### config.mk
export PLATFORM = sky130hd
export DESIGN_NAME = survival_mode_game_sequencer
export DESIGN_NICKNAME = d
export VERILOG_FILES = /design/src/rtl/survival_mode_game_sequencer.sv
export SDC_FILE = /design/constraint.sdc
export NUM_CORES = 1
export LEC_CHECK = 0
export CORE_MARGIN = 8
export CORE_UTILIZATION = 41
export CTS_CLUSTER_SIZE = 14
export DETAILED_ROUTE_END_ITERATION = 12
export PLACE_DENSITY = 0.65
export SLEW_MARGIN = 10
export SYNTH_ARGS = -nofsm -noshare
export SYNTH_HDL_FRONTEND = slang
export SYNTH_SLANG_ARGS = --single-unit
### constraint.sdc
create_clock -name clk -period 2.65 [get_ports clk]
set_input_delay 0.3975 -clock clk [delete_from_list [all_inputs] [get_ports clk]]
set_output_delay 0.3975 -clock clk [all_outputs]
set_load 0.005 [all_outputs]
### src/rtl/survival_mode_game_sequencer.sv
// Survival-mode round/life sequencer: launches the two balls, counts lives and
// survival seconds, and decides when the game is over.
module survival_mode_game_sequencer #(
  parameter int LIVES               = 3,
  parameter int LAUNCH_DELAY_FRAMES = 60,
  parameter int BALL2_DELAY_FRAMES  = 300,
  parameter int FRAMES_PER_SECOND   = 30,
  parameter int MAX_SECONDS         = 999
) (
  input  logic       clk,
  input  logic       reset,
  input  logic       startOfFrame,
  input  logic       startKey,
  input  logic       ball1Lost,
  input  logic       ball2Lost,
  output logic       startGameBall1,
  output logic       startGameBall2,
  output logic       ball1Active,
  output logic       ball2Active,
  output logic [2:0] livesLeft,
  output logic [9:0] survivalSeconds,
  output logic [1:0] gameState,
  output logic       gameOver
);

  localparam int AW = $clog2(LAUNCH_DELAY_FRAMES + 1);
  localparam int BW = $clog2(BALL2_DELAY_FRAMES + 1);
  localparam int FW = $clog2(FRAMES_PER_SECOND + 1);

  localparam logic [AW-1:0] ARM_LOAD  = AW'(LAUNCH_DELAY_FRAMES);
  localparam logic [BW-1:0] B2_LOAD   = BW'(BALL2_DELAY_FRAMES);
  localparam logic [FW-1:0] FRAME_TOP = FW'(FRAMES_PER_SECOND - 1);
  localparam logic [9:0]    SEC_MAX   = 10'(MAX_SECONDS);
  localparam logic [2:0]    LIVES_INIT = 3'(LIVES);

  typedef enum logic [1:0] {
    IDLE      = 2'd0,
    ARM       = 2'd1,
    PLAY      = 2'd2,
    GAME_OVER = 2'd3
  } state_t;

  state_t        state;
  logic          keyPrev;
  logic [AW-1:0] armCnt;
  logic [BW-1:0] b2Cnt;
  logic [FW-1:0] frameCnt;

  logic keyEdge;
  logic launch2;
  logic b1Next;
  logic b2Next;
  logic roundEnd;

  // A ball 2 launch in this cycle counts as an active ball, so it keeps the
  // round alive even if ball 1 is lost on the same edge.
  always_comb begin
    keyEdge  = startKey & ~keyPrev;
    launch2  = startOfFrame && (b2Cnt == BW'(1));
    b1Next   = ball1Active & ~ball1Lost;
    b2Next   = (ball2Active & ~ball2Lost) | launch2;
    roundEnd = ~b1Next & ~b2Next;
  end

  assign gameState = state;

  always_ff @(posedge clk) begin
    if (reset) begin
      state           <= IDLE;
      keyPrev         <= 1'b1;
      armCnt          <= '0;
      b2Cnt           <= '0;
      frameCnt        <= '0;
      startGameBall1  <= 1'b0;
      startGameBall2  <= 1'b0;
      ball1Active     <= 1'b0;
      ball2Active     <= 1'b0;
      livesLeft       <= LIVES_INIT;
      survivalSeconds <= '0;
      gameOver        <= 1'b0;
    end else begin
      keyPrev        <= startKey;
      startGameBall1 <= 1'b0;
      startGameBall2 <= 1'b0;
      case (state)
        IDLE: begin
          if (keyEdge) begin
            livesLeft       <= LIVES_INIT;
            survivalSeconds <= '0;
            frameCnt        <= '0;
            armCnt          <= ARM_LOAD;
            state           <= ARM;
          end
        end
        ARM: begin
          if (startOfFrame) begin
            armCnt <= armCnt - AW'(1);
            if (armCnt == AW'(1)) begin
              state          <= PLAY;
              startGameBall1 <= 1'b1;
              ball1Active    <= 1'b1;
              ball2Active    <= 1'b0;
              b2Cnt          <= B2_LOAD;
            end
          end
        end
        PLAY: begin
          if (startOfFrame) begin
            if (frameCnt == FRAME_TOP) begin
              frameCnt <= '0;
              if (survivalSeconds != SEC_MAX)
                survivalSeconds <= survivalSeconds + 10'd1;
            end else begin
              frameCnt <= frameCnt + FW'(1);
            end
            if (b2Cnt != '0)
              b2Cnt <= b2Cnt - BW'(1);
          end
          if (roundEnd) begin
            ball1Active <= 1'b0;
            ball2Active <= 1'b0;
            livesLeft   <= livesLeft - 3'd1;
            if (livesLeft == 3'd1) begin
              state    <= GAME_OVER;
              gameOver <= 1'b1;
            end else begin
              state  <= ARM;
              armCnt <= ARM_LOAD;
            end
          end else begin
            ball1Active    <= b1Next;
            ball2Active    <= b2Next;
            startGameBall2 <= launch2;
          end
        end
        GAME_OVER: begin
          ball1Active <= 1'b0;
          ball2Active <= 1'b0;
          if (keyEdge) begin
            state    <= IDLE;
            gameOver <= 1'b0;
          end
        end
        default: state <= IDLE;
      endcase
    end
  end

endmodule
==> out/metrics.csv <==
stage,metric,value,unit
clock_network,post_cts_buffers,0,
drt,drt_iter0_drc,92,
synth,synth.area.mux_share,0.0108,
clock_network,tritoncts,done,
sta,period_share,0.786,
drt,routed_via_density,5.28,
finish,final_common_cell,dfxtp_1,
clock_network,cts_buffers,5,
global_routing,grt_remaining_overflow,0,
sta,rsz0062_at_grt,false,
clock_network,clk_pin_slew_worst_paths,80,ps
pwr,ir_drop,0.244,mV
sta,max_freq,480,MHz
synth,ys_types,44,
clock_network,htree_num_levels,2,
synth,synth_flop_cell,dfxtp_1,
sta,final_max_slew_viol_count,0,
setup_path,arrival,2310,ps
finish,nets,283,
global_routing,antenna_found_initial,0,
finish,final_cell_mix,"dfxtp_1 (41), clkdlybuf4s50_1 (25), nor2_1 (24), nor3_1 (16), a21oi_1 (16)",
synth,synth_seq_cells,41,
setup_path,worstSetupEndpointType,flop,
floorplan,initial_core_util,0.417,
synth,async_flop_share,0,
sta,timing.setup.tns,0,ps
synth,seq_area_frac_synth,0.393,
min_path,min_from,gameOver,
clock_network,cts_hold_buf,0,
synth,yosys.area_share.simple,0.311,
floorplan,rows,26,
drt,drc,0,
placement,gp_congestion,0.809,
synth,synth_nets,253,
floorplan,die_w,87.4,um
finish,area_delta_synth_final,21.9,%
sta,tightest_slew,570,ps
finish,n_antenna_cell,0,
sta,hold_viol,0,
global_routing,grt_use_total,0.129,
sta,fin_crit,2080,ps
finish,finalCoreUtilization,0.508,
min_path,hold_path.class,reg2reg,
synth,synthTopCellsByArea,"dfxtp_1 (39%), ha_1 (6.0%), nor2_1 (4.3%), xor2_1 (4.2%), a21oi_1 (3.8%)",
clock_network,clkSinkCount,41,
synth,synth_edf_count,0,
synth,synth_xor_area_frac,0.0755,
setup_path,start_kind,input port,
global_routing,grt_pass1_vias,1736,
run,maxCapViolations,0,
floorplan,dieArea,7630,um2
drt,routedWlPerCell,13.4,um
setup_path,worstSetupStartpoint,startKey,
synth,yosys.area_share.adder,0.0599,
clock_network,insertion_delay,290,ps
synth,synth.top_cell.area_share,0.393,
floorplan,core_region_area,5010,um2
synth,syn_avg_cell_area,8.81,um2
sta,finalSetupViolCount,0,
global_routing,grt_max_degree,32,
setup_path,crit_fanout,12,
synth,synth_top_family_by_area,simple AND/OR/NAND/NOR gates,
synth,yosys_warnings,0,
clock_network,cts-root-buf,clkbuf_8,
setup_path,reg2reg_from,gameState[0],
floorplan,die-height,87.4,um
global_routing,grt_first_pass_wirelength,7.96,mm
drt,ant_nets,0,
synth,synth.cell_area,2090,um2
placement,portBuffers,25,
pwr,p_leak,0.937,nW
floorplan,ios,26,
drt,drt_first_pass_iters,4,
drt,vias,1785,
setup_path,required,2880,ps
sta,clock_skew,7.13,ps
drt,routed_wl,4.54,mm
pwr,powerDensity,485,nW/um2
clock_network,clk_path_buf_depth,2,
synth,synthCells,237,
run_status,status,"complete, no violations",
placement,dpl.hpwl,3.32,mm
sta,slew_headroom,0.620,
finish,drive_above_1_share,0.0970,
synth,yosys.area.top_type,dfxtp_1,
clock_network,cts-resized-gates,0,
setup_path,crit_type,in2reg,
synth,synth_compound_area_frac,0.119,
## layout make-up
type	instances	area, um2
Inverter	10	37.5
Clock buffer	7	86.3
Clock inverter	1	30.0
Multi-Input combinational cell	180	1200
Sequential cell	41	821
Fill cell	503	2460
Tap cell	70	87.6
Timing Repair Buffer	29	280
## worst max-delay path, stage by stage
cell	delay [ps]
clkdlybuf4s50_1	510
or4b_4	490
a22oi_2	400
and2_1	260
nand3_1	90
a21oi_1	160
## registers in the layout, indices dropped and copies added (netlist names)
| register | cells |
|---|---|
| gameState | 2 |
| startGameBall2 | 1 |
| gameOver | 1 |
| frameCnt | 5 |
| ball1Active | 1 |
| b2Cnt | 9 |
| livesLeft | 3 |
| keyPrev | 1 |
| ball2Active | 1 |
| armCnt | 6 |
| survivalSeconds | 10 |
| startGameBall1 | 1 |
## per-stage QoR
step	cell area (um2)	instances	hold slack (ps)	power, mW	worst slack, ps
2_1_floorplan	2090	237	463	0.698	972
3_3_place_gp	2430	330	468	0.725	272
3_5_place_dp	2430	330	479	0.726	265
4_1_cts	2540	338	491	1.25	571
5_1_grt	2540	338	511	1.28	445
6_report	2540	338	493	1.24	567
## power by group
part / total (mW) / switching, mW / internal [mW]
Combinational: 0.0730 / 0.0409 / 0.0321
Sequential: 0.638 / 0.0139 / 0.624
Clock: 0.524 / 0.217 / 0.307
Total: 1.24 / 0.272 / 0.964
## logic make-up after synthesis
logic type	count (synthesis)
compound gates	38
xor+xnor	18
fa+ha+maj	10
buf+inv	16
flops	41
mux	2
simple gates	112
## worst paths after layout
kind | slack (ps) | end | cells past startpoint
hold reg to reg | 490 | gameOver | 2
setup reg to reg | 580 | survivalSeconds[1] | 5
hold / removal | 490 | gameOver | 2
setup / recovery | 570 | survivalSeconds[1] | 6
## layer usage
layer,GRT usage,share of wire,vias to the layer above
met1,0.154,0.46,822
met4,0.0500,0.014,0
li1,-,-,917
met5,0,0,-
met2,0.214,0.46,39
met3,0.0358,0.062,7
## synth_stat cells (7+ instances only)
cell type / count
a21oi_1: 16
xnor2_1: 8
dfxtp_1: 41
nand2_1: 15
and4_1: 7
nand3_1: 7
nor3_1: 16
inv_1: 10
xor2_1: 10
ha_1: 10
nor2_1: 24
No activity file was read; power rests on OpenSTA's default activity.
